**config.mk**
```make
export PLATFORM = sky130hd
export DESIGN_NAME = ps2_cmd_sched_flat
export DESIGN_NICKNAME = d
export VERILOG_FILES = /design/src/rtl/ps2_cmd_sched_pkg.sv /design/src/rtl/ps2_cmd_sched_if.sv /design/src/rtl/ps2_cmd_sched_timeout.sv /design/src/rtl/ps2_cmd_sched.sv /design/src/flat_wrapper.sv
export SDC_FILE = /design/constraint.sdc
export NUM_CORES = 1
export LEC_CHECK = 0
export ABC_AREA = 1
export CORE_ASPECT_RATIO = 1.5
export CORE_MARGIN = 2
export CORE_UTILIZATION = 40
export CTS_BUF_LIST = sky130_fd_sc_hd__clkbuf_16
export CTS_CLUSTER_SIZE = 8
export DETAILED_ROUTE_END_ITERATION = 8
export PLACE_DENSITY_LB_ADDON = 0.08
export RECOVER_POWER = 50
export SETUP_SLACK_MARGIN = 0.15
export SYNTH_ARGS = -nofsm -noshare
export SYNTH_HDL_FRONTEND = slang
export SYNTH_SLANG_ARGS = --single-unit
```
**constraint.sdc**
```tcl
create_clock -name clock -period 2.2 [get_ports clock]
set_input_delay 0.55 -clock clock [delete_from_list [all_inputs] [get_ports clock]]
set_output_delay 0.55 -clock clock [all_outputs]
set_load 0.01 [all_outputs]
```
**src/rtl/ps2_cmd_sched_pkg.sv**
```systemverilog
// PS/2 protocol constants, scheduler state encoding and the frame/parity helper
// shared by the command scheduler and its environment.
package ps2_pkg;

  localparam logic [7:0] PS2_ACK    = 8'hFA;
  localparam logic [7:0] PS2_RESEND = 8'hFE;
  localparam logic [7:0] PS2_ERROR  = 8'hFC;
  localparam logic [7:0] PS2_BAT_OK = 8'hAA;

  localparam logic [7:0] PS2_CMD_RESET            = 8'hFF;
  localparam logic [7:0] PS2_CMD_ENABLE_REPORTING = 8'hF4;
  localparam logic [7:0] PS2_CMD_SET_LEDS         = 8'hED;

  typedef enum logic [2:0] {
    ST_IDLE,
    ST_LOAD,
    ST_WAIT_BUSY,
    ST_WAIT_TXDONE,
    ST_WAIT_ACK,
    ST_DONE
  } ps2_state_e;

  typedef enum logic {
    PH_CMD,
    PH_ARG
  } ps2_phase_e;

  // Transceiver word: odd parity bit above the data byte.
  function automatic logic [8:0] ps2_frame(input logic [7:0] b);
    return {~^b, b};
  endfunction

endpackage

```
**src/rtl/ps2_cmd_sched_if.sv**
```systemverilog
// Requester, transceiver and receive-stream signals of the PS/2 command scheduler.
// master = environment side (requesters + transceiver), slave = scheduler.
interface ps2_cmd_sched_if;

  logic       req0;
  logic [7:0] cmd0;
  logic [7:0] arg0;
  logic       has_arg0;
  logic       done0;
  logic       err0;

  logic       req1;
  logic [7:0] cmd1;
  logic [7:0] arg1;
  logic       has_arg1;
  logic       done1;
  logic       err1;

  logic       tx_ena;
  logic [8:0] tx_cmd;
  logic       tx_busy;
  logic [7:0] rx_code;
  logic       rx_new;
  logic [7:0] rx_data;
  logic       rx_valid;
  logic       busy;

  modport master (
    output req0, cmd0, arg0, has_arg0,
    output req1, cmd1, arg1, has_arg1,
    output tx_busy, rx_code, rx_new,
    input  done0, err0, done1, err1,
    input  tx_ena, tx_cmd, rx_data, rx_valid, busy
  );

  modport slave (
    input  req0, cmd0, arg0, has_arg0,
    input  req1, cmd1, arg1, has_arg1,
    input  tx_busy, rx_code, rx_new,
    output done0, err0, done1, err1,
    output tx_ena, tx_cmd, rx_data, rx_valid, busy
  );

endinterface

```
**src/rtl/ps2_cmd_sched_timeout.sv**
```systemverilog
// Saturating phase timer: clear restarts it, expired_o holds once LIMIT cycles
// have elapsed since the clear, and the count never wraps.
module ps2_timeout #(
  parameter int unsigned LIMIT = 1000
) (
  input  logic clock,
  input  logic reset,
  input  logic clr_i,
  input  logic en_i,
  output logic expired_o
);

  localparam int unsigned TERM = (LIMIT > 0) ? LIMIT - 1 : 0;
  localparam int unsigned W    = (TERM > 1) ? $clog2(TERM + 1) : 1;

  logic [W-1:0] cnt_q, cnt_d;

  always_comb begin
    cnt_d = cnt_q;
    if (clr_i) begin
      cnt_d = '0;
    end else if (en_i && !expired_o) begin
      cnt_d = cnt_q + 1'b1;
    end
  end

  always_ff @(posedge clock or posedge reset) begin
    if (reset) begin
      cnt_q <= '0;
    end else begin
      cnt_q <= cnt_d;
    end
  end

  // Terminal count is LIMIT-1 so the owning FSM leaves its wait state on
  // exactly the LIMIT-th edge after the clear.
  assign expired_o = (cnt_q == W'(TERM));

endmodule

```
**src/rtl/ps2_cmd_sched.sv**
```systemverilog
// PS/2 command scheduler: arbitrates two requesters, sends command (+ optional
// argument) through the transceiver, handles ACK/RESEND/ERROR and forwards other bytes.
module ps2_cmd_sched
  import ps2_pkg::*;
#(
  parameter int unsigned clk_freq   = 56_750_320,
  parameter int unsigned timeout_ms = 20,
  parameter int unsigned max_retry  = 3
) (
  input  logic          clock,
  input  logic          reset,
  ps2_cmd_sched_if.slave bus
);

  localparam int unsigned TMO_LIMIT = clk_freq / 1000 * timeout_ms;
  localparam int unsigned RW        = (max_retry > 1) ? $clog2(max_retry + 1) : 1;
  localparam logic [RW-1:0] RETRY_MAX = RW'(max_retry);

  ps2_state_e    state_q, state_d;
  ps2_phase_e    phase_q, phase_d;
  logic          port_q, port_d;
  logic [8:0]    frame_q, frame_d;
  logic [7:0]    arg_q, arg_d;
  logic          has_arg_q, has_arg_d;
  logic [RW-1:0] retry_q, retry_d;
  logic          err_q, err_d;

  logic       rx_new_q;
  logic       rx_valid_q;
  logic [7:0] rx_data_q;
  logic       strobe;
  logic       consumed;
  logic       fwd;

  logic tmr_clr;
  logic tmr_en;
  logic tmr_exp;

  assign strobe = bus.rx_new & ~rx_new_q;
  assign fwd    = strobe & ~consumed;

  ps2_timeout #(
    .LIMIT(TMO_LIMIT)
  ) u_timeout (
    .clock    (clock),
    .reset    (reset),
    .clr_i    (tmr_clr),
    .en_i     (tmr_en),
    .expired_o(tmr_exp)
  );

  always_comb begin
    state_d   = state_q;
    phase_d   = phase_q;
    port_d    = port_q;
    frame_d   = frame_q;
    arg_d     = arg_q;
    has_arg_d = has_arg_q;
    retry_d   = retry_q;
    err_d     = err_q;
    tmr_clr   = 1'b0;
    tmr_en    = 1'b0;
    consumed  = 1'b0;

    unique case (state_q)
      ST_IDLE: begin
        tmr_clr = 1'b1;
        if (bus.req0) begin
          port_d    = 1'b0;
          frame_d   = ps2_frame(bus.cmd0);
          arg_d     = bus.arg0;
          has_arg_d = bus.has_arg0;
        end else if (bus.req1) begin
          port_d    = 1'b1;
          frame_d   = ps2_frame(bus.cmd1);
          arg_d     = bus.arg1;
          has_arg_d = bus.has_arg1;
        end
        if (bus.req0 || bus.req1) begin
          phase_d = PH_CMD;
          retry_d = '0;
          err_d   = 1'b0;
          state_d = ST_LOAD;
        end
      end

      ST_LOAD: begin
        tmr_clr = 1'b1;
        state_d = ST_WAIT_BUSY;
      end

      ST_WAIT_BUSY: begin
        tmr_en = 1'b1;
        if (bus.tx_busy) begin
          tmr_clr = 1'b1;
          state_d = ST_WAIT_TXDONE;
        end else if (tmr_exp) begin
          err_d   = 1'b1;
          state_d = ST_DONE;
        end
      end

      ST_WAIT_TXDONE: begin
        tmr_en = 1'b1;
        if (!bus.tx_busy) begin
          tmr_clr = 1'b1;
          state_d = ST_WAIT_ACK;
        end else if (tmr_exp) begin
          err_d   = 1'b1;
          state_d = ST_DONE;
        end
      end

      ST_WAIT_ACK: begin
        tmr_en = 1'b1;
        // A strobe takes precedence over a coincident timeout; a non-protocol
        // byte leaves the saturated timer to fire on the following cycle.
        if (strobe) begin
          unique case (bus.rx_code)
            PS2_ACK: begin
              consumed = 1'b1;
              if (phase_q == PH_CMD && has_arg_q) begin
                frame_d = ps2_frame(arg_q);
                phase_d = PH_ARG;
                retry_d = '0;
                state_d = ST_LOAD;
              end else begin
                err_d   = 1'b0;
                state_d = ST_DONE;
              end
            end
            PS2_RESEND: begin
              consumed = 1'b1;
              if (retry_q < RETRY_MAX) begin
                retry_d = retry_q + 1'b1;
                state_d = ST_LOAD;
              end else begin
                err_d   = 1'b1;
                state_d = ST_DONE;
              end
            end
            PS2_ERROR: begin
              consumed = 1'b1;
              err_d    = 1'b1;
              state_d  = ST_DONE;
            end
            default: begin
              consumed = 1'b0;
            end
          endcase
        end else if (tmr_exp) begin
          err_d   = 1'b1;
          state_d = ST_DONE;
        end
      end

      ST_DONE: begin
        state_d = ST_IDLE;
      end

      default: begin
        state_d = ST_IDLE;
      end
    endcase
  end

  always_ff @(posedge clock or posedge reset) begin
    if (reset) begin
      state_q   <= ST_IDLE;
      phase_q   <= PH_CMD;
      port_q    <= 1'b0;
      frame_q   <= '0;
      arg_q     <= '0;
      has_arg_q <= 1'b0;
      retry_q   <= '0;
      err_q     <= 1'b0;
    end else begin
      state_q   <= state_d;
      phase_q   <= phase_d;
      port_q    <= port_d;
      frame_q   <= frame_d;
      arg_q     <= arg_d;
      has_arg_q <= has_arg_d;
      retry_q   <= retry_d;
      err_q     <= err_d;
    end
  end

  always_ff @(posedge clock or posedge reset) begin
    if (reset) begin
      rx_new_q   <= 1'b0;
      rx_valid_q <= 1'b0;
      rx_data_q  <= '0;
    end else begin
      rx_new_q   <= bus.rx_new;
      rx_valid_q <= fwd;
      if (fwd) begin
        rx_data_q <= bus.rx_code;
      end
    end
  end

  assign bus.tx_ena   = (state_q == ST_LOAD) ||
                        ((state_q == ST_WAIT_BUSY) && !bus.tx_busy && !tmr_exp);
  assign bus.tx_cmd   = frame_q;
  assign bus.busy     = (state_q != ST_IDLE);
  assign bus.done0    = (state_q == ST_DONE) && !port_q;
  assign bus.err0     = (state_q == ST_DONE) && !port_q && err_q;
  assign bus.done1    = (state_q == ST_DONE) && port_q;
  assign bus.err1     = (state_q == ST_DONE) && port_q && err_q;
  assign bus.rx_data  = rx_data_q;
  assign bus.rx_valid = rx_valid_q;

endmodule

```
**src/flat_wrapper.sv**
```systemverilog
// flat-port wrapper written by rule: the top's interface ports become plain ports
module ps2_cmd_sched_flat import ps2_pkg::*;
#(
  parameter int unsigned clk_freq   = 56_750_320,
  parameter int unsigned timeout_ms = 20,
  parameter int unsigned max_retry  = 3
)
  (clock, reset, bus_req0, bus_cmd0, bus_arg0, bus_has_arg0, bus_req1, bus_cmd1, bus_arg1, bus_has_arg1, bus_tx_busy, bus_rx_code, bus_rx_new, bus_done0, bus_err0, bus_done1, bus_err1, bus_tx_ena, bus_tx_cmd, bus_rx_data, bus_rx_valid, bus_busy);
  ps2_cmd_sched_if bus_i ();
  input  logic clock;
  input  logic reset;
  input wire logic [$bits(bus_i.req0)-1:0] bus_req0;
  input wire logic [$bits(bus_i.cmd0)-1:0] bus_cmd0;
  input wire logic [$bits(bus_i.arg0)-1:0] bus_arg0;
  input wire logic [$bits(bus_i.has_arg0)-1:0] bus_has_arg0;
  input wire logic [$bits(bus_i.req1)-1:0] bus_req1;
  input wire logic [$bits(bus_i.cmd1)-1:0] bus_cmd1;
  input wire logic [$bits(bus_i.arg1)-1:0] bus_arg1;
  input wire logic [$bits(bus_i.has_arg1)-1:0] bus_has_arg1;
  input wire logic [$bits(bus_i.tx_busy)-1:0] bus_tx_busy;
  input wire logic [$bits(bus_i.rx_code)-1:0] bus_rx_code;
  input wire logic [$bits(bus_i.rx_new)-1:0] bus_rx_new;
  output wire logic [$bits(bus_i.done0)-1:0] bus_done0;
  output wire logic [$bits(bus_i.err0)-1:0] bus_err0;
  output wire logic [$bits(bus_i.done1)-1:0] bus_done1;
  output wire logic [$bits(bus_i.err1)-1:0] bus_err1;
  output wire logic [$bits(bus_i.tx_ena)-1:0] bus_tx_ena;
  output wire logic [$bits(bus_i.tx_cmd)-1:0] bus_tx_cmd;
  output wire logic [$bits(bus_i.rx_data)-1:0] bus_rx_data;
  output wire logic [$bits(bus_i.rx_valid)-1:0] bus_rx_valid;
  output wire logic [$bits(bus_i.busy)-1:0] bus_busy;
  assign bus_i.req0 = bus_req0;
  assign bus_i.cmd0 = bus_cmd0;
  assign bus_i.arg0 = bus_arg0;
  assign bus_i.has_arg0 = bus_has_arg0;
  assign bus_i.req1 = bus_req1;
  assign bus_i.cmd1 = bus_cmd1;
  assign bus_i.arg1 = bus_arg1;
  assign bus_i.has_arg1 = bus_has_arg1;
  assign bus_i.tx_busy = bus_tx_busy;
  assign bus_i.rx_code = bus_rx_code;
  assign bus_i.rx_new = bus_rx_new;
  assign bus_done0 = bus_i.done0;
  assign bus_err0 = bus_i.err0;
  assign bus_done1 = bus_i.done1;
  assign bus_err1 = bus_i.err1;
  assign bus_tx_ena = bus_i.tx_ena;
  assign bus_tx_cmd = bus_i.tx_cmd;
  assign bus_rx_data = bus_i.rx_data;
  assign bus_rx_valid = bus_i.rx_valid;
  assign bus_busy = bus_i.busy;
  ps2_cmd_sched #(.clk_freq(clk_freq), .timeout_ms(timeout_ms), .max_retry(max_retry)) u_core (.clock(clock), .reset(reset), .bus(bus_i));
endmodule
```
==> impl_summary.txt <==
----------------------------------------------------
[GRT]
  First-pass GRT wire length ... roughly 17000 microns
  Number of global-route vias before repair ... just under 4000
  Maximum number of pins on one net before global-route repair ... 58
  Global-route total usage across every layer ... 19.98%
  Initial antenna violation count ... 0
  Total gr overflow ... 0

[Cells and area]
  Number of nets in the final layout ... roughly 730
  Commonest non-fill, non-tap cells in the layout ... nand2_1, inv_1, nor2_1
  Number of inserted filler cells in the final layout ... 964
  Number of antenna cells inserted ... 0
  Post-route standard cell area excluding fillers ... 5189 sq um
  Share of cells above drive strength 1 ... between 10% and 20%
  Most common library cell in the layout ignoring fill and taps ... nand2_1
  Register area ... 1428 sq um
  Total area of multi-input combinational cells ... roughly 2100 sq um
  Area Overhead vs Synth ... 34.16%

[Yosys]
  Synth Net Count ... 635
  Count of flip-flops with a built-in enable after synthesis ... 0
  Mean Syn Cell Area ... 6.611 sq um
  Seq cells post-synth ... between 50 and 60
  Synth cell types ... 35
  Cell accounting for the most synthesized area ... dfrtp_1
  Synth warnings ... 0
  Async S/R FF share, synth ... between 90% and 100%
  Fraction of the yosys area taken by sequential cells ... 36.88%
  Area fraction of the dominant cell type after synthesis ... approximately 37%
  Leading post-synthesis cells by cell area ... dfrtp_1, nand2_1, inv_1
  Synthesized area ... between 3000 and 4000 sq um
  Count of mapped cells out of synthesis ... 585
  Most used DFF post-synth ... dfrtp_1

[Clock network]
  Quantity of hold-fixing buffers added after cts ... 0
  Maximum count of clock buffers along a single path ... 2
  Clock tree from TritonCTS ... done
  Clock insertion delay at the later pin of the skew report ... about 0.33 ns
  TritonCTS Sinks ... between 50 and 60
  Worst-path clk slew ... 0.05 ns
  Root buffer selected by CTS ... clkbuf_16
  Number of buffers inserted during clock tree synthesis ... 9
  CTS H-Tree Depth ... 3

[Route]
  Drt pass-1 iters ... 4
  Detailed-route vias per instance ... just under 5
  Routed Wire Length ... a little over 10000 microns
  Number of design rule violations left after detail routing ... 0
  Wire per inst ... 12.88 microns
  Number of nets with antenna violations after detailed routing ... 0
  Number of DRC violations after detailed-routing iteration 0 ... ~140
  Total vias in the final route ... 3950

[Die]
  Effective utilization at floorplan ... ~41%
  Area of the die ... around 10000 sq um
  Floorplan row count ... 44
  Chip Width ... ~84 microns
  Count of pins on the block boundary ... 72
  Core Footprint ... 9524 sq um
  Die Y ... about 120 microns

[Timing]
  Share of the cycle needed by the critical path after routing ... between 90% and 100%
  Transition at the pin with the smallest max-transition slack ... just over 0.8 ns
  Worst-case headroom to the max-slew limit ... a little under half
  Max Fclk ... just under 0.5 GHz
  Count of endpoints failing setup in the final report ... 0
  RSZ-0062 raised after global routing ... yes
  Clock period minus worst slack ... between 2 and 2.5 ns
  Number of pins with negative max-slew slack in the final report ... 0
  Clk_skew ... just under 0.004 ns
  Final Hold Violating Endpoints ... 0
  Final setup margin ... approximately 0.14 ns

[Placed design]
  Placed wire-length estimate ... around 7900 microns
  Placed Instance Area ... roughly 4800 sq um
  Worst setup timing slack at the placement stage ... -0.09274 ns
  Last weighted congestion value of the routability-driven placer ... 0.8336
  Number of port buffers ... between 70 and 80

[Outcome]
  Status ... finished, final reports clean

[Power]
  Power per cell area ... roughly 1000 nW/um^2
  Leakage component of the power ... 2.468 nW
  Worst vdd rail ir drop ... between 0.5 and 0.6 mV

[Setup path]
  Startpoint Class ... register
  Cells along the critical path ... ha_2 -> nand4_1 -> nor2_1 -> nand3_2 -> nand3_2 -> nand2_2 -> buf_6
  CP Data Required Time ... about 1.7 ns
  Slowest cell on crit path ... dfrtp_1
  Largest fanout on the critical path ... 3
  Arrival @ worst endpoint ... around 1.5 ns
  Slowest stage delay, CP ... between 0.3 and 0.4 ns
  Setup crit end kind ... primary output
  Most repeated library cell on the critical path ... nand3_2
  Category of the most critical setup path ... register to primary output

[Job]
  Max-capacitance violation count ... 0

[Worst hold path]
  Hold Path Class ... register to register

----------------------------------------------------
[synth_stat cells, types with 4 or more instances]
cell type / count
nand2_1: 201
inv_1: 72
nor2_1: 64
dfrtp_1: 57
nand3_1: 39
nor3_1: 18
o21ai_1: 17
xor2_1: 14
o21ai_0: 13
nand4_1: 11
nand3b_1: 9
o31ai_1: 9
o211ai_1: 8
a31oi_1: 7
clkbuf_1: 7
buf_2: 5
a21oi_1: 4
inv_2: 4
nor2_2: 4
[state kept, by name, summed over array words and instances, names as in the netlist]
| register | cells |
|---|---|
| u_core.arg_q | 8 |
| u_core.bus.rx_data | 8 |
| u_core.bus.rx_valid | 1 |
| u_core.bus.tx_cmd | 9 |
| u_core.err_q | 1 |
| u_core.has_arg_q | 1 |
| u_core.phase_q | 1 |
| u_core.port_q | 1 |
| u_core.retry_q | 2 |
| u_core.rx_new_q | 1 |
| u_core.state_q | 3 |
| u_core.u_timeout.cnt_q | 21 |
[per-stage QoR]
stage | hold slack, ns | util (%) | std cells | setup TNS, ns | power [mW]
after floorplan | 0.4459 | - | 585 | 0 | 2.934
final | 0.4797 | 54.48 | 802 | 0 | 5.230
after global placement | 0.4627 | 50.83 | 781 | -0.1217 | 3.673
after detailed placement | 0.4690 | 50.83 | 781 | -0.09274 | 3.712
after CTS | 0.4826 | 54.20 | 799 | 0 | 5.220
after global routing | 0.5025 | 54.48 | 802 | 0 | 5.587
[cell type report]
type / instances / area share (%)
Multi-Input combinational cell: 436 / 40.20
Inverter: 77 / 5.667
Clock inverter: 7 / 1.640
Clock buffer: 9 / 4.340
Timing Repair Buffer: 101 / 17.87
Tap cell: 115 / 2.773
Sequential cell: 57 / 27.51
[cell families (layout without fill, tap and decap cells)]
kind of cell | after synthesis | after routing | synth area share (%)
DFF | 57 | 57 | 36.88
and+or+nand+nor | 354 | 354 | 38.92
xor gates and xnor gates | 17 | 17 | 3.850
adders and majority gates | 2 | 2 | 0.6469
AOI/OAI and AO/OA | 63 | 63 | 9.997
buffers and inverters | 92 | 194 | 9.706
[worst max-delay path: cells and delay by family, from the launching register on]
family / cells / cell delay (ns)
adder cells (fa/ha/maj): 1 / 0.19
flip-flops: 1 / 0.36
buffers and inverters: 1 / 0.12
AND/OR/NAND/NOR: 5 / 0.52
[final timing paths]
kind	startpoint	endpoint	slack, ns	cells past startpoint
max	u_core.u_timeout.cnt_q[1]$_DFFE_PP0P_	bus_tx_ena	0.14	7
min	u_core.retry_q[1]$_DFFE_PP0P_	u_core.retry_q[1]$_DFFE_PP0P_	0.48	2
max reg2reg	u_core.u_timeout.cnt_q[1]$_DFFE_PP0P_	u_core.u_timeout.cnt_q[16]$_DFFE_PP0P_	0.29	9
min reg2reg	u_core.retry_q[1]$_DFFE_PP0P_	u_core.retry_q[1]$_DFFE_PP0P_	0.48	2
max in group asynchronous	reset	u_core.state_q[0]$_DFFE_PP0P_	0.67	3
min in group asynchronous	reset	u_core.u_timeout.cnt_q[5]$_DFFE_PP0P_	0.93	3
[where the power goes]
part / leakage (nW) / switching, mW / total (mW) / internal, mW
Combinational: 1.58 / 1.32 / 2.24 / 0.921
Clock: 0.159 / 0.486 / 1.46 / 0.979
Sequential: 0.725 / 0.225 / 1.53 / 1.30
[repair_timing]
action / 4_1_cts / 5_1_grt
setup endpoints to repair: 6 / 4
gates resized for setup: 11 / 10
setup buffers: 2 / 3
pin swaps: 5 / 4
[routing by layer]
| layer | wire [microns] | GRT usage [%] | vias up |
|---|---|---|---|
| li1 | - | - | 2064 |
| met1 | 4151 | 21.00 | 1801 |
| met2 | 5534 | 37.30 | 69 |
| met3 | 399 | 3.844 | 16 |
| met4 | 242 | 9.298 | 0 |
| met5 | 0 | 0 | - |
Power figures use the tool's default switching activity.
